===== config.mk =====
export PLATFORM = sky130hd
export DESIGN_NAME = alu_seq
export DESIGN_NICKNAME = d
export VERILOG_FILES = /design/src/rtl/alu_seq.sv
export SDC_FILE = /design/constraint.sdc
export NUM_CORES = 1
export LEC_CHECK = 0
export CAP_MARGIN = 40
export CORE_AREA = 2 2 80 82
export CTS_CLUSTER_SIZE = 25
export DETAILED_ROUTE_END_ITERATION = 12
export DIE_AREA = 0 0 82 84
export DONT_BUFFER_PORTS = 1
export SLEW_MARGIN = 15
export SYNTH_ARGS = -nofsm -noshare
export SYNTH_HDL_FRONTEND = slang
export SYNTH_SLANG_ARGS = --single-unit

===== constraint.sdc =====
create_clock -name clk3 -period 1.61 [get_ports clk3]
set_input_delay 0.322 -clock clk3 [delete_from_list [all_inputs] [get_ports clk3]]
set_output_delay 0.322 -clock clk3 [all_outputs]
set_load 0.02 [all_outputs]

===== src/rtl/alu_seq.sv =====
// alu_seq: command sequencer that drives an external registered ALU for one
// or more passes, feeding each intermediate result back into operand A, and
// returns the final result over a ready/valid response channel.
// Optional feature macro: ALU_SEQ_CARRY_CHAIN_EN -- when defined, an internal
// carry flag follows the ALU carry on ADD/SUB captures and drives status0
// (cmd_cin ignored); when undefined, status0 is the cmd_cin latched at accept.
module alu_seq #(
  parameter int REP_W = 3
) (
  input  logic             clk3,
  input  logic             resetn,
  input  logic             cmd_valid,
  output logic             cmd_ready,
  input  logic [3:0]       cmd_op,
  input  logic [7:0]       cmd_a,
  input  logic [7:0]       cmd_b,
  input  logic [REP_W-1:0] cmd_rep,
  input  logic             cmd_cin,
  output logic [3:0]       aluop,
  output logic [7:0]       alua,
  output logic [7:0]       alub,
  output logic             status0,
  input  logic [7:0]       aluout,
  input  logic             aluz,
  input  logic             alu_cout,
  output logic             rsp_valid,
  input  logic             rsp_ready,
  output logic [7:0]       rsp_data,
  output logic             rsp_z,
  output logic             rsp_c,
  output logic             rsp_err,
  output logic             busy
);

  localparam logic [3:0] OP_ADD  = 4'b0000;
  localparam logic [3:0] OP_SUB  = 4'b1000;
  localparam logic [3:0] OP_AND  = 4'b0001;
  localparam logic [3:0] OP_OR   = 4'b0010;
  localparam logic [3:0] OP_XOR  = 4'b0101;
  localparam logic [3:0] OP_NOT  = 4'b0100;
  localparam logic [3:0] OP_ROR  = 4'b0011;
  localparam logic [3:0] OP_SWAP = 4'b0111;

  typedef enum logic [1:0] {IDLE, ISSUE, CAPTURE, DONE} state_t;

  state_t           state;
  logic [REP_W-1:0] pass_cnt;
  logic             accept;

  function automatic logic op_legal(input logic [3:0] op);
    case (op)
      OP_ADD, OP_SUB, OP_AND, OP_OR, OP_XOR, OP_NOT, OP_ROR, OP_SWAP: return 1'b1;
      default: return 1'b0;
    endcase
  endfunction

  // Handshake and status outputs are forced low while reset is held.
  assign cmd_ready = resetn && (state == IDLE);
  assign accept    = cmd_valid && cmd_ready;
  assign rsp_valid = resetn && (state == DONE);
  assign busy      = resetn && (state != IDLE);

`ifdef ALU_SEQ_CARRY_CHAIN_EN
  logic carry_flag;
  logic unused_cin;

  assign unused_cin = cmd_cin;
  assign status0    = carry_flag;

  // Carry flag tracks the ALU carry on every ADD/SUB capture and survives between commands.
  always_ff @(posedge clk3) begin
    if (!resetn) begin
      carry_flag <= 1'b0;
    end else if (state == CAPTURE && (aluop == OP_ADD || aluop == OP_SUB)) begin
      carry_flag <= alu_cout;
    end
  end
`else
  logic cin_q;

  assign status0 = cin_q;

  // Fill/carry bit is captured at accept and held for the whole command.
  always_ff @(posedge clk3) begin
    if (!resetn) begin
      cin_q <= 1'b0;
    end else if (accept) begin
      cin_q <= cmd_cin;
    end
  end
`endif

  // Command FSM: accept, alternate ISSUE/CAPTURE per pass, then hold the response.
  always_ff @(posedge clk3) begin
    if (!resetn) begin
      state    <= IDLE;
      aluop    <= 4'b0000;
      alua     <= 8'h00;
      alub     <= 8'h00;
      pass_cnt <= '0;
      rsp_data <= 8'h00;
      rsp_z    <= 1'b0;
      rsp_c    <= 1'b0;
      rsp_err  <= 1'b0;
    end else begin
      case (state)
        IDLE: begin
          if (accept) begin
            if (op_legal(cmd_op)) begin
              aluop    <= cmd_op;
              alua     <= cmd_a;
              alub     <= cmd_b;
              pass_cnt <= cmd_rep;
              state    <= ISSUE;
            end else begin
              // Illegal opcode: ALU operands untouched, error response straight away.
              rsp_data <= 8'h00;
              rsp_z    <= 1'b0;
              rsp_c    <= 1'b0;
              rsp_err  <= 1'b1;
              state    <= DONE;
            end
          end
        end
        ISSUE: begin
          state <= CAPTURE;
        end
        CAPTURE: begin
          if (pass_cnt != '0) begin
            // Another pass: feed the result back into operand A, B stays.
            pass_cnt <= pass_cnt - REP_W'(1);
            alua     <= aluout;
            state    <= ISSUE;
          end else begin
            rsp_data <= aluout;
            rsp_z    <= aluz;
            rsp_c    <= alu_cout;
            rsp_err  <= 1'b0;
            state    <= DONE;
          end
        end
        DONE: begin
          if (rsp_ready) begin
            state <= IDLE;
          end
        end
        default: begin
          state <= IDLE;
        end
      endcase
    end
  end

endmodule


# After elaboration in Yosys (flattened, before gate mapping)
# Memories as Yosys holds them, arrays and structs flattened.
# Cells that the tools add are included.
# totals
ff_bits,37
latch_bits,0
ramBits,0
romBits,16
input_bits,38
output_inout_bits,35
word_cells,63
n_memories,1
# mem_list
memory,words,width,rd,rd_clocked_by_memory_dff,wr,line,source
(name not given),16,1,1,0,0,51,case (op)
# op_classes
addsub,1
mul,0
div_mod_pow,0
order_cmp,0
eq_ne,9
n_shift,0
n_mux,30
bitwise,0
reduce_logical,12
# ops
operator,n
$mux 8,6
$pmux 8 s2,2
$mux 1,10
$ne 2x2->1 const B,5
$mux 3,3
$mux 2,4
$pmux 2 s4,1
$reduce_and 4->1,2
$pmux 1 s2,3
$pmux 3 s2,1
$eq 2x2->1 const B,2
$logic_and 1x1->1,4
$reduce_bool 2->1,2
$reduce_and 3->1,1
$reduce_bool 3->1,1
$sub 3x1->3 const B,1
$eq 2x1->1 const B,1
$logic_not 2->1,1
$ne 2x1->1 const B,1
$reduce_and 2->1,1

# Longest topological paths before layout
# Gate-level depths: netlist (run 1).
# depth
depth_word,9
ltp_mapped,7
ltp_nobuf,6

# Worst setup path after synthesis (run 1)
# OpenSTA, ideal clock, no wires.
# synth_path
path_type,input -> output
startpoint,in resetn
endpoint,out busy
arrival_time_ns,1.102
t_required_ns,1.288
slack_ns,0.186
stages,3
path_buffers,2
path_cell_list,buf_2 > clkbuf_1 > nor2b_1
# synth_between
elab_chain_len,1
# synth_rtl
item,line,source
from (decl),11,"input logic resetn,"
$logic_and 1x1->1,61,assign busy = resetn && (state != IDLE);
to (decl),32,output logic busy
# No other way between the ends.

# Worst setup path in the final report (run 1)
# layout_path
startpoint,reg state[0]
endpoint,out cmd_ready
# layout_between
elab_chain_len,2
# layout_rtl
item,line,source
from (decl),46,state_t state;
from (signal assigned),96,state <= IDLE;
from (signal assigned),114,state <= ISSUE;
from (signal assigned),121,state <= DONE;
$logic_not 2->1,58,assign cmd_ready = resetn && (state == IDLE);
$logic_and 1x1->1,58,
to (decl),13,"output logic cmd_ready,"
# No other way between the ends.

==> results of run 1 <==
-- layout make-up --
type	instances	area share, %
Multi-Input combinational cell	147	50.19
Tap cell	77	4.892
Inverter	6	1.144
Timing Repair Buffer	3	1.779
Clock buffer	7	4.384
Sequential cell	37	37.61
-- per-stage QoR --
step	setup WS [ns]	util, %
3_3_place_gp	0.1554	30.44
2_1_floorplan	0.1855	-
3_5_place_dp	0.1077	30.44
4_1_cts	0.01088	31.90
6_report	0.09186	32.31
5_1_grt	0.02752	32.31
-- layer usage --
metal	global-route usage, %	up-vias
li1	-	673
met1	16.00	604
met2	18.55	35
met3	4.870	7
met4	4.091	0
met5	0	-
-- critical path, delay by kind of cell, from the launching register on --
kind / cells / cell delay [ns]
flip-flops: 1 / 0.42
AND/OR/NAND/NOR: 2 / 0.49
-- power by group --
group / switching [mW] / internal (mW)
Sequential: 0.115 / 0.979
Clock: 0.317 / 0.340
Combinational: 0.193 / 0.168
-- cell families (layout without fill, tap and decap cells) --
| family | count (synthesis) | in the layout |
|---|---|---|
| AOI/OAI and AO/OA | 26 | 27 |
| adders and majority gates | 2 | 2 |
| buffers and inverters | 18 | 16 |
| DFF | 37 | 37 |
| muxes | 32 | 32 |
| and+or+nand+nor | 86 | 86 |
-- state kept, by name, summed over array words and instances, names as in the netlist --
register and cells:
rsp_z 1, rsp_err 1, state 2, rsp_data 8, status0 1, pass_cnt 3, rsp_c 1, aluop 4
alub 8, alua 8
-- timing repair --
action,in CTS,in global routing
setup endpoints to repair,1,2
pin swaps,0,1
resized for setup,1,3
cloned,0,1
-- placed cells by master, fill, tap and decap left out, drive strengths merged, types with 3 or more instances in the layout --
| cell | instances |
|---|---|
| buf | 3 |
| clkbuf | 7 |
| o21ai | 5 |
| nor2b | 5 |
| nand3 | 4 |
| nand2 | 68 |
| nor2 | 3 |
| inv | 6 |
| o22ai | 9 |
| mux2i | 23 |
| mux2 | 9 |
| dfxtp | 37 |
-- path summary, 6_finish.rpt --
check,start,endpoint,cells after the start
max,state[0]$_SDFFE_PN0P_,cmd_ready,2
min reg2reg,pass_cnt[1]$_SDFFE_PN0P_,pass_cnt[1]$_SDFFE_PN0P_,2
max reg2reg,state[1]$_SDFFE_PN0P_,alua[1]$_SDFFE_PN0P_,5
min,cmd_op[3],aluop[3]$_SDFFE_PN0P_,2
==> impl_metrics.yaml, run 1 <==
sta:
  fmax_mhz: 658.7
  hold_viol: 0
  period_minus_slack_ns: 1.518
  final.setup.tns_ns: 0
  setup-violations-final: 0
  finalMaxSlewViolations: 0
  rsz0062_at_grt: "no"
  finalCritPeriodShare_pct: 94.29
  skew_ns: 0.006487
  maxSlewHeadroom_pct: 75.85
  holdWs_ns: 0.1687
  tightest_slew_ns: 0.3617
cts:
  cts_hold_buf: 0
  clk_latency_ns: 0.29
  cts_root_buf: "clkbuf_8"
  max-clock-path-buffers: 2
  cts_tree: "yes"
  clock-sinks: 37
  cts_buffers: 5
  cts_setup_buffers: 0
  cts.clk_slew.worst_paths_ns: 0.07
  htreeDepth: 2
global_routing:
  grt_pass1_vias: 1333
  grt_max_degree: 75
  grt_pass1_wl_um: 6534
  grt_usage_pct: 12.35
  antenna_found_initial: 0
  grt.overflow.total: 0
detailed_routing:
  drc: 0
  wl_met2_um: 1977
  routed_wl_um: 4212
  drt_first_pass_iters: 3
  wl_met3_um: 315
  wl_per_cell_um: 15.21
  drtIter0Drc: 91
  top_layer_used: "met4"
  vias_per_cell: 4.762
  routedLengthMet1_um: 1863
  vias: 1319
  final_antenna_net_count: 0
worst_hold_path:
  hold_class: "input port to flip-flop"
final_layout:
  seq_area_um2: 740.7
  layout-drive-gt1-share_pct: 12.00
  nFillCells: 651
  fin_nets: 240
  multi_input_area_um2: 988.4
  layout.cells.non_filler: 277
  syn2layout_area_growth_pct: 9.534
  postLayoutCellArea_um2: 1969
  num_antenna_cells: 0
logic_synthesis:
  synth_fa_ha_area_share_pct: 1.392
  synth_compound_area_share_pct: 11.62
  yosys.area_share.simple_pct: 21.99
  synth_area_leader_cell: "dfxtp_1"
  ys_types: 40
  synth-xor-area-share_pct: 0
  seq_area_frac_synth_pct: 41.20
  yosys-mux-area-fraction_pct: 18.44
  ys_top_cells_by_area: "dfxtp_1 41%, nand2_1 14%, mux2i_1 13%, mux2_1 5.6%, o22ai_1 3.1%"
  avgSynthCellArea_um2: 8.945
  yosys-top-cells-count: "67 x nand2_1, 37 x dfxtp_1, 23 x mux2i_1"
  yosysMostFrequentCell: "nand2_1"
  syn_nets: 241
  synth_top_family_by_area: "simple AND/OR/NAND/NOR gates"
  synth_edf_count: 0
  netlist.area_leader.share_pct: 41.20
  syn_inst: 201
  syn_area_um2: 1798
  synth_top_flop_cell: "dfxtp_1"
  synth_warnings: 0
  ys_ff_latch: 37
  async_flop_share_pct: 0
critical_path:
  start_kind: "flip-flop"
  worstSetupPathType: "flip-flop to output pin"
  cp_max_fo: 7
  rrSetupSlack_ns: 0.13
  cp_cell_sequence: "nor2_4 > and2_1"
  slowest_delay_ns: 0.42
  required_ns: 1.29
  critPathSlowestCell: "dfxtp_1"
  setup.worst_path.end_class: "output pin"
  arrival_ns: 1.20
power:
  finalPower_mw: 2.111
  ir_drop_mv: 0.3412
  powerDensity_nw_per_um2: 1072
  p_leak_nw: 0.7665
die:
  die-area_um2: 6888
  start_util_pct: 29.50
  die_h_um: 84
  die_x_um: 82
  core_area_um2: 6096
  ios: 73
  num_rows: 29
placed_design:
  dpl_cell_area_um2: 1856
  io_buffers: 0
  place_congestion: 0.6967
  dp_hpwl_um: 2790
  place_inst: 269
status:
  status: "finished, final reports clean"
flow_run:
  maxCapViolations: 0
(Power assumes the default switching activity.)
==> inputs of run 2 (changes only) <==
CORE_AREA = 2 2 91 71   (was 2 2 80 82)
DIE_AREA = 0 0 93 73   (was 0 0 82 84)
==> run 2 against run 1 <==
  * First-iteration DRC count decreased by 52%
  * Sequential power about the same
  * Sequential cell count unchanged
  * Count of clock-buffer cells in the layout decreased by 1
  * Global-route usage decreased by 0.69 points
  * Largest power group unchanged
  * Clock skew increased by 0.00053 ns
  * Via count increased by 2.5%
  * Register-to-register slack got worse by 0.02 ns
  * Cell area decreased by 1.6%
  * Critical path type unchanged
  * Hold slack got worse by 0.0052 ns
==> impl_metrics.yaml, run 2 (synthesis results as in run 1) <==
detailed_routing:
  vias: 1352
  vias_per_cell: 4.811
  drt_first_pass_iters: 4
  routed_wl_um: 3897
  final_antenna_net_count: 0
  drc: 0
  drtIter0Drc: 44
  wl_per_cell_um: 13.87
final_layout:
  syn2layout_area_growth_pct: 7.794
  final_core_util_pct: 32.27
  layout_commonest_cell: "nand2_1"
  largestRegisters: "alua (8), alub (8), rsp_data (8)"
  postLayoutCellArea_um2: 1938
  nFillCells: 673
  layout-drive-gt1-share_pct: 11.00
  multi_input_area_um2: 968.4
  seq_area_um2: 740.7
  num_antenna_cells: 0
  fin_nets: 239
  mostFrequentLayoutCells: "67 x nand2_1, 37 x dfxtp_1, 23 x mux2i_1, 9 x mux2_1, 9 x o22ai_1"
cts:
  cts_resized: 1
  cts_hold_buf: 0
  cts_buffers: 5
  htreeDepth: 2
  cts_root_buf: "clkbuf_8"
  cts_tree: "yes"
  clk_latency_ns: 0.28
  cts.clk_slew.worst_paths_ns: 0.07
  clock-sinks: 37
  cts_setup_buffers: 0
  max-clock-path-buffers: 2
sta:
  maxSlewHeadroom_pct: 74.49
  finalMaxSlewViolations: 0
  period_minus_slack_ns: 1.507
  tightest_slew_ns: 0.3821
  hold_viol: 0
  final.setup.tns_ns: 0
  rsz0062_at_grt: "no"
  fmax_mhz: 663.4
  setup-violations-final: 0
  skew_ns: 0.007019
  finalCritPeriodShare_pct: 93.63
global_routing:
  grt_max_degree: 75
  grt.overflow.total: 0
  grt_pass1_wl_um: 6113
  grt_usage_pct: 11.66
  grt_pass1_vias: 1219
  antenna_found_initial: 0
worst_hold_path:
  hold_start: "resetn"
  hold_class: "input port to flip-flop"
  min_to: "rsp_err$_SDFFE_PN0P_"
  hold_depth: 2
critical_path:
  r2r-start: "state[1]$_SDFFE_PN0P_"
  cp_num_buf_inv: 0
  path_delay_family: "simple AND/OR/NAND/NOR gates"
  rrSetupSlack_ns: 0.11
  critPathSlowestCell: "dfxtp_1"
  rr_endpoint: "alua[0]$_SDFFE_PN0P_"
  cp_cell_sequence: "nor2_4 > and2_1"
  r2r_cells: 5
  slowest_delay_ns: 0.42
  start_kind: "flip-flop"
  arrival_ns: 1.19
  required_ns: 1.29
  worstSetupPathType: "flip-flop to output pin"
  cp_max_fo: 7
  setup.worst_path.end_class: "output pin"
power:
  p_leak_nw: 0.7571
  ir_drop_mv: 0.3450
  powerDensity_nw_per_um2: 1055
die:
  core_area_um2: 6006
  start_util_pct: 29.94
  die_x_um: 93
  die_h_um: 73
  die-area_um2: 6789
  ios: 73
  num_rows: 25
status:
  status: "finished, final reports clean"
placed_design:
  dpl_cell_area_um2: 1848
  dp_hpwl_um: 2787
  place_congestion: 0.6626
  io_buffers: 0
flow_run:
  maxCapViolations: 0
==> run 2: cell types whose count changed in the layout (fill, tap and decap cells not counted) <==
cell       previous run  this run
nand2_2               2         1
nor2b_1               2         3
a2bb2oi_2             1         0
clkbuf_8              6         5
nand2_1              66        67
buf_12                1         0
nor2b_2               2         1
buf_4                 2         3
clkinv_2              0         2
==> run 2: layer usage <==
metal	GRT usage [%]	vias up	wire, um
met3	7.335	5	585
met4	3.431	0	40
met1	13.71	607	1674
li1	-	671	-
met2	17.71	69	1597
met5	0	-	0
==> run 2: report_power, final <==
| group | switching (mW) | internal (mW) | leakage (nW) |
|---|---|---|---|
| Clock | 0.323 | 0.300 | 0.0450 |
| Sequential | 0.117 | 0.978 | 0.301 |
| Combinational | 0.174 | 0.152 | 0.411 |
==> run 2: metrics by stage <==
step / hold slack [ns] / cells / power [mW] / worst slack (ns)
after floorplan: 0.4380 / 201 / 1.411 / 0.1855
after detailed placement: 0.4483 / 273 / 1.447 / 0.1275
after global routing: 0.1515 / 281 / 2.168 / 0.008188
after global placement: 0.4478 / 273 / 1.441 / 0.1571
final: 0.1636 / 281 / 2.045 / 0.1026
after CTS: 0.1415 / 281 / 2.080 / 0.01685
==> run 2: final cells by class <==
type                    instances  area share [%]
multi-input cells             146           49.97
flip-flops and latches         37           38.22
well taps                      81           5.229
clock buffers                   6           3.744
repair buffers                  3           1.162
inverters                       6           1.162
clock inverters                 2          0.5165
==> run 2: how the worst max path moves through the flow <==
stage | to | depth (start not counted) | startpoint
4_1_cts | cmd_ready | 2 | state[0]$_SDFFE_PN0P_
5_1_grt | cmd_ready | 2 | state[0]$_SDFFE_PN0P_
3_5_place_dp | rsp_data[7]$_SDFFE_PN0P_ | 6 | pass_cnt[0]$_SDFFE_PN0P_
2_1_floorplan | busy | 3 | resetn
6_report | cmd_ready | 2 | state[0]$_SDFFE_PN0P_
3_3_place_gp | alua[0]$_SDFFE_PN0P_ | 5 | state[1]$_SDFFE_PN0P_
==> run 2: worst reg2reg max path: cells and delay by family, from the launching register on <==
family	cells	cell delay, ns
buf+inv	1	0.22
mux	2	0.42
simple gates	2	0.27
flops	1	0.48
